==> config.mk <==
export PLATFORM = sky130hd
export DESIGN_NAME = seg_digit_reader
export DESIGN_NICKNAME = d
export VERILOG_FILES = /design/src/rtl/seg_digit_reader_pkg.sv /design/src/rtl/seg_digit_reader_seg_to_hex.sv /design/src/rtl/seg_digit_reader.sv
export SDC_FILE = /design/constraint.sdc
export NUM_CORES = 1
export LEC_CHECK = 0
export CAP_MARGIN = 0
export CORE_MARGIN = 2
export CORE_UTILIZATION = 35
export CTS_BUF_LIST = sky130_fd_sc_hd__clkbuf_4
export DETAILED_ROUTE_END_ITERATION = 7
export GPL_TIMING_DRIVEN = 0
export PLACE_DENSITY = 0.55
export SETUP_SLACK_MARGIN = 0.15
export SKIP_LAST_GASP = 1
export SLEW_MARGIN = 20
export SYNTH_ARGS = -nofsm -noshare
export SYNTH_HDL_FRONTEND = slang
export SYNTH_SLANG_ARGS = --single-unit
export TNS_END_PERCENT = 100
==> constraint.sdc <==
create_clock -name clk -period 2.6 [get_ports clk]
set_input_delay 0.39 -clock clk [delete_from_list [all_inputs] [get_ports clk]]
set_output_delay 0.39 -clock clk [all_outputs]
set_load 0.01 [all_outputs]
==> src/rtl/seg_digit_reader_pkg.sv <==
// Shared definitions for the 7-segment display bus: segment bit order, the
// sixteen legal active-low hex glyphs, and the default stability window.
package seg_digit_reader_pkg;

    localparam int STABLE_CYCLES_DEFAULT = 4;

    // Bit position of each segment within seg_n.
    typedef enum int {
        SEG_A = 0,
        SEG_B = 1,
        SEG_C = 2,
        SEG_D = 3,
        SEG_E = 4,
        SEG_F = 5,
        SEG_G = 6
    } seg_bit_e;

    localparam logic [6:0] SEG_HEX_0 = 7'h40;
    localparam logic [6:0] SEG_HEX_1 = 7'h79;
    localparam logic [6:0] SEG_HEX_2 = 7'h24;
    localparam logic [6:0] SEG_HEX_3 = 7'h30;
    localparam logic [6:0] SEG_HEX_4 = 7'h19;
    localparam logic [6:0] SEG_HEX_5 = 7'h12;
    localparam logic [6:0] SEG_HEX_6 = 7'h02;
    localparam logic [6:0] SEG_HEX_7 = 7'h78;
    localparam logic [6:0] SEG_HEX_8 = 7'h00;
    localparam logic [6:0] SEG_HEX_9 = 7'h18;
    localparam logic [6:0] SEG_HEX_A = 7'h08;
    localparam logic [6:0] SEG_HEX_B = 7'h03;
    localparam logic [6:0] SEG_HEX_C = 7'h46;
    localparam logic [6:0] SEG_HEX_D = 7'h21;
    localparam logic [6:0] SEG_HEX_E = 7'h06;
    localparam logic [6:0] SEG_HEX_F = 7'h0E;

    // Indexed by nibble value: SEG_TABLE[n] is the glyph for hex digit n.
    localparam logic [15:0][6:0] SEG_TABLE = {
        SEG_HEX_F, SEG_HEX_E, SEG_HEX_D, SEG_HEX_C,
        SEG_HEX_B, SEG_HEX_A, SEG_HEX_9, SEG_HEX_8,
        SEG_HEX_7, SEG_HEX_6, SEG_HEX_5, SEG_HEX_4,
        SEG_HEX_3, SEG_HEX_2, SEG_HEX_1, SEG_HEX_0
    };

endpackage

==> src/rtl/seg_digit_reader_seg_to_hex.sv <==
// Combinational glyph decoder: active-low 7-segment pattern to hex nibble.
// legal is low for any pattern that is not one of the sixteen hex glyphs.
module seg_to_hex
    import seg_digit_reader_pkg::*;
(
    input  logic [6:0] seg_n,
    output logic [3:0] nibble,
    output logic       legal
);

    always_comb begin
        nibble = 4'h0;
        legal  = 1'b0;
        for (int i = 0; i < 16; i++) begin
            if (seg_n == SEG_TABLE[i]) begin
                nibble = 4'(i);
                legal  = 1'b1;
            end
        end
    end

endmodule

==> src/rtl/seg_digit_reader.sv <==
// Reads back a multiplexed 4-digit segment bus: synchronizes, waits for a stable
// pattern, decodes it and holds the 16-bit value with per-digit valid flags.
module seg_digit_reader
    import seg_digit_reader_pkg::*;
#(
    parameter int STABLE_CYCLES = STABLE_CYCLES_DEFAULT
) (
    input  logic        clk,
    input  logic        rst,
    input  logic [6:0]  seg_n,
    input  logic [3:0]  an_n,
    output logic [15:0] digits,
    output logic [3:0]  digit_valid,
    output logic        frame_done,
    output logic        bad_pattern
);

    localparam int CW = $clog2(STABLE_CYCLES + 1);

    logic [10:0]   sync1, sync2, prev;
    logic [CW-1:0] cnt;
    logic          match, attempt;
    logic [3:0]    sel;
    logic          blank, single;
    logic [1:0]    idx;
    logic [3:0]    nibble;
    logic          legal;
    logic [3:0]    seen, seen_next, seen_hit;
    logic [15:0]   digits_next;
    logic [3:0]    valid_next;
    logic          frame_next, bad_next;

    // All-ones reset reads as a blank display, so nothing decodes out of reset.
    always_ff @(posedge clk or negedge rst) begin
        if (!rst) begin
            sync1 <= '1;
            sync2 <= '1;
            prev  <= '1;
        end else begin
            sync1 <= {an_n, seg_n};
            sync2 <= sync1;
            prev  <= sync2;
        end
    end

    assign match   = (sync2 == prev);
    assign attempt = match && (cnt == CW'(STABLE_CYCLES - 1));

    always_ff @(posedge clk or negedge rst) begin
        if (!rst) begin
            cnt <= '0;
        end else if (!match) begin
            cnt <= '0;
        end else if (cnt != CW'(STABLE_CYCLES)) begin
            cnt <= cnt + 1'b1;
        end
    end

    assign sel    = ~sync2[10:7];
    assign blank  = (sel == 4'd0);
    assign single = !blank && ((sel & (sel - 4'd1)) == 4'd0);

    always_comb begin
        idx = 2'd0;
        for (int i = 0; i < 4; i++) begin
            if (sel[i]) idx = 2'(i);
        end
    end

    seg_to_hex u_seg_to_hex (
        .seg_n  (sync2[6:0]),
        .nibble (nibble),
        .legal  (legal)
    );

    always_comb begin
        digits_next = digits;
        valid_next  = digit_valid;
        seen_next   = seen;
        seen_hit    = seen | sel;
        frame_next  = 1'b0;
        bad_next    = 1'b0;
        if (attempt && !blank) begin
            if (!single) begin
                bad_next = 1'b1;
            end else if (legal) begin
                digits_next[{idx, 2'b00} +: 4] = nibble;
                valid_next[idx]                = 1'b1;
                // Completing the mask closes the frame and starts the next one.
                if (seen_hit == 4'hF) begin
                    frame_next = 1'b1;
                    seen_next  = 4'h0;
                end else begin
                    seen_next  = seen_hit;
                end
            end else begin
                bad_next        = 1'b1;
                valid_next[idx] = 1'b0;
            end
        end
    end

    always_ff @(posedge clk or negedge rst) begin
        if (!rst) begin
            digits      <= '0;
            digit_valid <= '0;
            seen        <= '0;
            frame_done  <= 1'b0;
            bad_pattern <= 1'b0;
        end else begin
            digits      <= digits_next;
            digit_valid <= valid_next;
            seen        <= seen_next;
            frame_done  <= frame_next;
            bad_pattern <= bad_next;
        end
    end

endmodule
---- Word level (Yosys, flattened, before mapping) ----
Index checks and enable logic that the tools add are counted.
cells by class
  equality and inequality tests ........... 20
  $lt $le $gt $ge ......................... 2
  reductions and logical operators ........ 10
  bitwise operators ....................... 6
  add/subtract/negate cells ............... 3
  shifts and indexed selects .............. 2
  muxes and demuxes ....................... 48
operators by type and width
  cell                                                                     count
  4-bit 2-to-1 mux                                                         10
  7-bit equality test (second input constant)                              4
  1-bit 2-to-1 mux                                                         26
  7-bit by 5-bit equality test with 1-bit output (second input constant)   3
  7-bit by 6-bit equality test with 1-bit output (second input constant)   3
  3-bit 2-to-1 mux                                                         6
  16-bit bitwise mux                                                       1
  4-bit by 6-bit variable shift with 16-bit output (first input constant)  1
  4-bit by 6-bit variable part select with 16-bit output                   1
  7-bit by 2-bit equality test with 1-bit output (second input constant)   2
  7-bit by 4-bit equality test with 1-bit output (second input constant)   2
  11-bit equality test                                                     1
  4-bit AND                                                                2
  4-bit logical NOT                                                        2
  2-bit 2-to-1 mux                                                         4
  4-bit inverter                                                           2
  4-bit bitwise OR                                                         2
  7-bit by 3-bit equality test with 1-bit output (second input constant)   1
  7-bit logical NOT                                                        1
  4-bit negator with 6-bit output                                          1
  4-bit equality test (second input constant)                              1
  1-bit logical AND                                                        4
  4-bit by 1-bit subtractor with 4-bit output (second input constant)      1
  3-bit by 1-bit adder with 3-bit output (second input constant)           1
  9 further kinds                                                          9
storage, ports and cells
  register bits after elaboration ......... 62
  output and inout bits ................... 22

---- Longest topological paths before layout ----
Gate-level depths: netlist of run 1.
  depth in word-level cells ............... 20
  mapped depth ............................ 8

---- Cells and area by module ----
A second synthesis of run 1 with hierarchy kept.
unflattened totals
  cells, all modules ...................... 206
  area, all modules ....................... 2657.5 um2
modules (own cells, without submodules)
  module            times used  area an instance (um2)  cells each
  seg_digit_reader  1           2270.9                  152
  seg_to_hex        1           386.6                   54

---- Worst setup path before layout of run 1 ----
OpenSTA, ideal clock, no wires.
  path type ............................... register to register
  start ................................... reg sync2[3]
  end ..................................... reg digits[0]
  cell stages (with the launch flop) ...... 9
  data arrival time ....................... 2.355 ns
  clock period less this slack ............ 2.480 ns
  slack ................................... 0.120 ns
  data required time ...................... 2.475 ns
  library setup time ...................... 0.125 ns
  buffers on the path ..................... 2
  path through ............................ dfstp_2 buf_2 buf_1 xor2_1 nor3_1 and4_1 nand4_1 nor2_1 mux2_2
on the way
  longest elaborated chain between the ends .. 18
  elaborated cells between the ends (all ways) .. 53
  those cells by class .................... eq/ne: 16; shift: 1; mux: 32; reduce/logical: 4
RTL lines
  item                                                                                        line                                                       text
  from (decl)                                                                                 seg_digit_reader.sv:20                                     logic [10:0] sync1, sync2, prev;
  from (signal assigned)                                                                      seg_digit_reader.sv:41                                     sync2 <= sync1;
  7-bit equality test                                                                         seg_digit_reader_seg_to_hex.sv:15                          if (seg_n == SEG_TABLE[i]) begin
  1-bit 2-to-1 mux                                                                            seg_digit_reader_seg_to_hex.sv:15
  2-bit 2-to-1 mux or 1-bit 2-to-1 mux (tied branches) (2 in a row)                           seg_digit_reader_seg_to_hex.sv:15
  3-bit 2-to-1 mux or 1-bit 2-to-1 mux (tied branches) (4 in a row)                           seg_digit_reader_seg_to_hex.sv:15
  4-bit 2-to-1 mux or 1-bit 2-to-1 mux (tied branches) (8 in a row)                           seg_digit_reader_seg_to_hex.sv:15
  4-bit by 6-bit variable part select with 16-bit output or 1-bit 2-to-1 mux (tied branches)  seg_digit_reader.sv:87, seg_digit_reader_seg_to_hex.sv:15
  16-bit bitwise mux or 3-bit AND reduction (tied branches)                                   -
  to (signal assigned)                                                                        seg_digit_reader.sv:111                                    digits <= digits_next;
  to (decl)                                                                                   seg_digit_reader.sv:12                                     output logic [15:0] digits,
Several ways; a longest one is shown, not always the timed one.
A chain may end at the register's enable or synchronous reset.

---- Worst setup path in the final report of run 1 ----
  start ................................... reg sync2[1]
  end ..................................... reg digits[2]
The elaborated chain is that of the path after synthesis.

==> summary.txt, run 1 <==
outcome = finished, final reports clean
TritonCTS clock tree = yes
fin worst setup slack = 0.0459 ns
Worst R2R Setup Slack = 0.05 ns
WL per Instance = 14.5 microns
H-tree levels = 3
die area = 0.00830 sq mm
FMAX = 392 MHz
Synth Flop Type = dfstp_2
r2r worst-path depth = 7
# rows = 31
initial antenna violation count = 0
dpl hpwl = 3640 microns
width of the die = 91.1 microns
CTS Buffer Depth = 2
most frequent cells in the layout = clkdlybuf4s50_1 (33), dfstp_2 (33), dfrtp_1 (29)
Arr. time, crit path = 2.86 ns
remaining global-route overflow = 0
WHS Endpoint = sync2[7]$_DFF_PN1_
Worst path slowest cell = dfstp_2
via count = 1878
Ant. Diodes = 0
RR Startpoint = sync2[1]$_DFF_PN1_
Final period util = 98.2%
#FFs+latches synth = 62
# IOs = 35
Bufs and invs on worst path = 1
Slew Viols, Final = 0
PD cells = 524 mW/mm^2
Synthesis Warnings = 0
GP Congestion = 0.871
hold depth = 0
Fin. Hold Viols = 0
CP top delay family = simple AND/OR/NAND/NOR gates
Initial Util = 36.4%
Post-Syn Area = 0.00266 sq mm
Netlist cell types = 49
CP Capture Type = flip-flop
Worst-path clk slew = 0.11 ns
unrepaired setup endpoints after global routing = yes
clk_lat worst skew = 0.41 ns
share of synthesized registers carrying an async set or reset = 100%
routed wire length = 5660 microns
# port buffers = 34
CP Max Fanout = 6
Pleak = 1.56 nW
Max Cap Viol = 0
final instance area = 0.00360 sq mm
share of cells above drive strength 1 = 39.2%
worst hold path startpoint = sync1[7]$_DFF_PN1_
Worst Setup Path Type = flip-flop to flip-flop
FILL cells = 675
nets = 302
Syn Inst Count = 219
EDFF count, synth = 0
Worst R2R End = digits[2]$_DFFE_PN0P_
DR iter-0 viols = 94
remaining antenna violation count = 0
Post-Syn Area per Cell = 12.1 sq um
sequential cell area fraction in the yosys report = 60.0%
Clock Root Buffer = clkbuf_4
slew margin rel. = 67.9%
router iterations before antenna repair = 4
Syn Nets = 235
VDD IR-drop max = 262 uV
Vias/cell = 4.82
Total GRT Usage = 15.2%
startpoint types = flip-flop
HP Class = flip-flop to flip-flop
TritonCTS Buffers = 9
non-filler cells, final = 390
Req. time, crit path = 2.91 ns
vias in the first global route = 1922
worst slew pin tran = 0.480 ns
largest net degree at the start of global routing = 47
CTS sink cnt = 62
Die Ht = 91.1 microns
critical-path cell list = or3b_2 -> nor4_1 -> or4_4 -> nor3b_4 -> buf_4 -> nor2_4 -> mux2_2
first-pass GRT wire length = 9700 microns
Post-DP Area = 0.00315 sq mm
placed cells = 353
slowest stage delay, CP = 0.60 ns
DRC Markers = 0
Total Power = 0.00189 W
Sum Neg Setup Slack = 0 ns
Area Overhead vs Synth = 35.7%
clock skew = 0.00991 ns
Setup WS pre-CTS = -0.440 ns
Tmin final = 2.55 ns
Core Region = 0.00729 sq mm
Final Setup Violations = 0
==> cell usage after synthesis, types with 4 or more instances <==
cell	instances	area (sq um)
dfstp_2	33	867
dfrtp_1	29	726
xor2_1	14	123
mux2_2	12	135
nand2_1	12	45.0
nor2_1	12	45.0
o21ai_0	12	60.1
inv_1	9	33.8
nor4_1	7	43.8
a21oi_1	6	30.0
a21o_1	5	37.5
buf_2	5	25.0
nand2b_1	5	31.3
nor3_1	5	25.0
clkbuf_1	4	15.0
nand4_1	4	25.0
o21a_1	4	30.0
==> power breakdown <==
| part | switching (W) | internal [W] |
|---|---|---|
| clock network | 0.000366 | 0.000310 |
| registers | 0.0000175 | 0.00101 |
| logic | 0.0000956 | 0.0000870 |
| total | 0.000479 | 0.00141 |
==> final cells by class <==
type | count | area (sq um) | share of cell area [%]
sequential | 62 | 1590 | 44.2
multi-input combinational | 137 | 1060 | 29.5
timing repair buffer | 56 | 538 | 14.9
tap | 99 | 124 | 3.44
buffer | 11 | 106 | 2.95
clock buffer | 10 | 75.1 | 2.08
clock inverter | 6 | 71.3 | 1.98
inverter | 9 | 33.8 | 0.937
==> per-stage QoR <==
step                      hold WS [ns]  util (%)
after CTS                        0.329      48.4
after floorplan                 0.0944         -
after global placement           0.347      42.8
after global routing             0.317      49.4
after detailed placement         0.274      43.2
final                            0.357      49.4
==> cells by family after synthesis <==
kind of cell | after synthesis | synth area share (%)
AO/OA/AOI/OAI | 43 | 11.4
XOR/XNOR | 15 | 4.95
adder cells (fa/ha/maj) | 3 | 1.41
buffers and inverters | 20 | 3.34
flip-flops | 62 | 60.0
multiplexers | 12 | 5.09
AND/OR/NAND/NOR | 64 | 13.9
==> worst register-to-register path, cell delays in order, from the launching register on <==
cell	delay, ns
dfstp_2	0.60
or3b_2	0.51
nor4_1	0.37
or4_4	0.24
nor3b_4	0.07
buf_4	0.15
nor2_4	0.16
mux2_2	0.36
==> worst max-delay path by stage <==
stage	startpoint	endpoint	slack [ns]	cells past startpoint
CTS	sync2[6]$_DFF_PN1_	digits[0]$_DFFE_PN0P_	0.12	9
detailed placement	sync2[3]$_DFF_PN1_	digits[13]$_DFFE_PN0P_	-0.44	8
floorplan	sync2[3]$_DFF_PN1_	digits[12]$_DFFE_PN0P_	0.15	8
global placement	rst	digits[5]$_DFFE_PN0P_	-0.78	1
global route	sync2[0]$_DFF_PN1_	digits[4]$_DFFE_PN0P_	0.01	7
finish	sync2[1]$_DFF_PN1_	digits[2]$_DFFE_PN0P_	0.05	7
==> state kept, by name, summed over array words and instances (netlist names), named ones only <==
| name | flops |
|---|---|
| digits | 16 |
| cnt | 3 |
| sync2 | 11 |
| bad_pattern | 1 |
| sync1 | 11 |
| seen | 4 |
| frame_done | 1 |
| prev | 11 |
==> routing by layer <==
metal | global-route usage (%) | vias up | wire length [microns]
met4 | 5.81 | 0 | 75
met3 | 6.06 | 8 | 281
li1 | - | 915 | -
met1 | 19.0 | 910 | 2520
met5 | 0 | - | 0
met2 | 23.6 | 45 | 2790
==> what timing repair did <==
action,4_1_cts,5_1_grt
hold buffers,1,0
pin swaps,10,6
setup buffers,12,8
setup endpoints to repair,25,19
hold endpoints to repair,8,0
gates resized for setup,33,5
Note: power is estimated with default switching activity, not from simulation.
==> run 2: changes to the inputs <==
--- a/config.mk
+++ b/config.mk
@@ -7,11 +7,11 @@
 export LEC_CHECK = 0
 export CAP_MARGIN = 0
 export CORE_MARGIN = 2
-export CORE_UTILIZATION = 35
+export CORE_UTILIZATION = 29
 export CTS_BUF_LIST = sky130_fd_sc_hd__clkbuf_4
 export DETAILED_ROUTE_END_ITERATION = 7
 export GPL_TIMING_DRIVEN = 0
-export PLACE_DENSITY = 0.55
+export PLACE_DENSITY = 0.47
 export SETUP_SLACK_MARGIN = 0.15
 export SKIP_LAST_GASP = 1
 export SLEW_MARGIN = 20
==> run 2 against run 1 <==
  * Clock skew is essentially flat
  * Setup slack gained 0.17 ns
  * Worst hold slack gained 0.0051 ns
  * Register-to-register slack better by 0.17 ns
  * Die area is 20% higher
  * Clock power shrank 1%
  * Combinational power increased by 4%
  * Flip-flop and latch count unchanged
  * Fmax increased by 7.2%
  * Total power up 0.22%
  * Sequential power about the same
==> summary.txt, run 2 (synthesized netlist as in run 1, its figures left out) <==
Arr. time, crit path = 2.69 ns
Core Region = 0.00881 sq mm
slowest stage delay, CP = 0.57 ns
Bufs and invs on worst path = 4
DR iter-0 viols = 83
via count = 1958
crit-path most repeated cell = buf_6
VDD IR-drop max = 334 uV
Die Ht = 99.7 microns
nets = 305
Worst Setup Path Type = flip-flop to flip-flop
startpoint types = flip-flop
CTS Buffer Depth = 2
Final Setup Violations = 0
CP Max Fanout = 6
CP top delay family = simple AND/OR/NAND/NOR gates
# rows = 34
share of cells above drive strength 1 = 41.2%
max reg flops = 16
# port buffers = 34
TritonCTS clock tree = yes
most frequent cells in the layout = clkdlybuf4s50_1 (33), dfstp_2 (33), dfrtp_1 (29)
PD cells = 512 mW/mm^2
Initial Util = 30.2%
dpl hpwl = 3820 microns
critical-path cell list = buf_6 -> or2_1 -> buf_6 -> nor4_2 -> or4_4 -> nor3b_4 -> buf_12 -> nor2_4 -> buf_4 -> o21a_1
CTS sink cnt = 62
Clock Root Buffer = clkbuf_4
slew margin rel. = 65.9%
FILL cells = 824
Pleak = 1.59 nW
routed wire length = 5950 microns
outcome = finished, final reports clean
Tmin final = 2.38 ns
CP Capture Type = flip-flop
GP Congestion = 0.812
Slew Viols, Final = 0
vias in the first global route = 1949
TritonCTS Buffers = 9
Worst path slowest cell = or4_4
H-tree levels = 3
WL per Instance = 14.8 microns
largest net degree at the start of global routing = 35
router iterations before antenna repair = 6
FMAX = 420 MHz
width of the die = 99.7 microns
Reg with most FFs = digits
Setup WS pre-CTS = -0.523 ns
remaining global-route overflow = 0
Req. time, crit path = 2.91 ns
Sequential cell area = 0.00159 sq mm
Worst path depth = 10
DRC Markers = 0
Worst-path clk slew = 0.11 ns
hold depth = 0
Fin. Hold Viols = 0
worst slew pin tran = 0.509 ns
HP Class = flip-flop to flip-flop
fin util = 42.0%
Ant. Diodes = 0
Max Cap Viol = 0
r2r worst-path depth = 10
Vias/cell = 4.87
fin worst setup slack = 0.217 ns
area of the multi-input gates = 0.00111 sq mm
Final period util = 91.7%
die area = 0.00994 sq mm
clock skew = 0.00968 ns
Total GRT Usage = 12.7%
placed cells = 362
initial antenna violation count = 0
# IOs = 35
Area Overhead vs Synth = 39.1%
clk_lat worst skew = 0.41 ns
non-filler cells, final = 402
first-pass GRT wire length = 9790 microns
unrepaired setup endpoints after global routing = yes
remaining antenna violation count = 0
==> run 2: path summary, 6_finish.rpt <==
check                                         from                     to  slack, ns
worst max-delay path            sync2[6]$_DFF_PN1_    seen[0]$_DFFE_PN0P_       0.22
worst min-delay path            sync1[3]$_DFF_PN1_     sync2[3]$_DFF_PN1_       0.36
worst max register to register  sync2[6]$_DFF_PN1_    seen[0]$_DFFE_PN0P_       0.22
worst min register to register  sync1[3]$_DFF_PN1_     sync2[3]$_DFF_PN1_       0.36
max in group asynchronous                      rst      prev[2]$_DFF_PN1_       1.62
min in group asynchronous                      rst  digits[5]$_DFFE_PN0P_       0.41
==> run 2: report_power, final <==
group | internal (W) | switching [W] | total [W]
registers | 0.00101 | 0.0000223 | 0.00103
logic | 0.0000932 | 0.0000981 | 0.000191
clock network | 0.000301 | 0.000366 | 0.000666
==> run 2: through the flow <==
stage / cell area, sq um / power (W) / hold WS, ns / TNS, ns
global placement: 3130 / 0.00118 / 0.346 / -36.62
floorplan: 2660 / 0.00112 / 0.0944 / 0
CTS: 3500 / 0.00189 / 0.341 / 0
global route: 3700 / 0.00199 / 0.329 / 0
finish: 3700 / 0.00189 / 0.362 / 0
detailed placement: 3150 / 0.00118 / 0.327 / -7.56
==> run 2: area by class of cell <==
type	instances	area share, %
sequential	62	43.1
multi-input combinational	137	30.2
timing repair buffer	61	15.6
tap	108	3.66
buffer	9	2.84
clock buffer	10	2.03
clock inverter	6	1.66
inverter	9	0.914
==> run 2: per-layer routing <==
metal | global-route usage (%) | share of wire [%] | vias to the layer above
met5 | 0 | 0 | -
met4 | 4.53 | 1.5 | 0
met3 | 4.71 | 4.7 | 10
met2 | 19.2 | 47 | 46
met1 | 16.9 | 47 | 976
li1 | - | - | 926
==> run 2: repair_timing <==
item                                    4_1_cts  5_1_grt
endpoints found under the setup margin       26       18
hold buffers                                  1        0
pin swaps                                    12       10
setup buffers                                 8       16
resized for setup                            32       18
endpoints found under the hold margin         3        0
cloned                                        0        1
==> run 2: worst reg2reg max path, cell delays in order (launching register included) <==
cell and delay (ns):
dfstp_2 0.55, buf_6 0.11, or2_1 0.12, buf_6 0.12, nor4_2 0.05, or4_4 0.57, nor3b_4 0.24, buf_12 0.16
nor2_4 0.06, buf_4 0.14, o21a_1 0.15
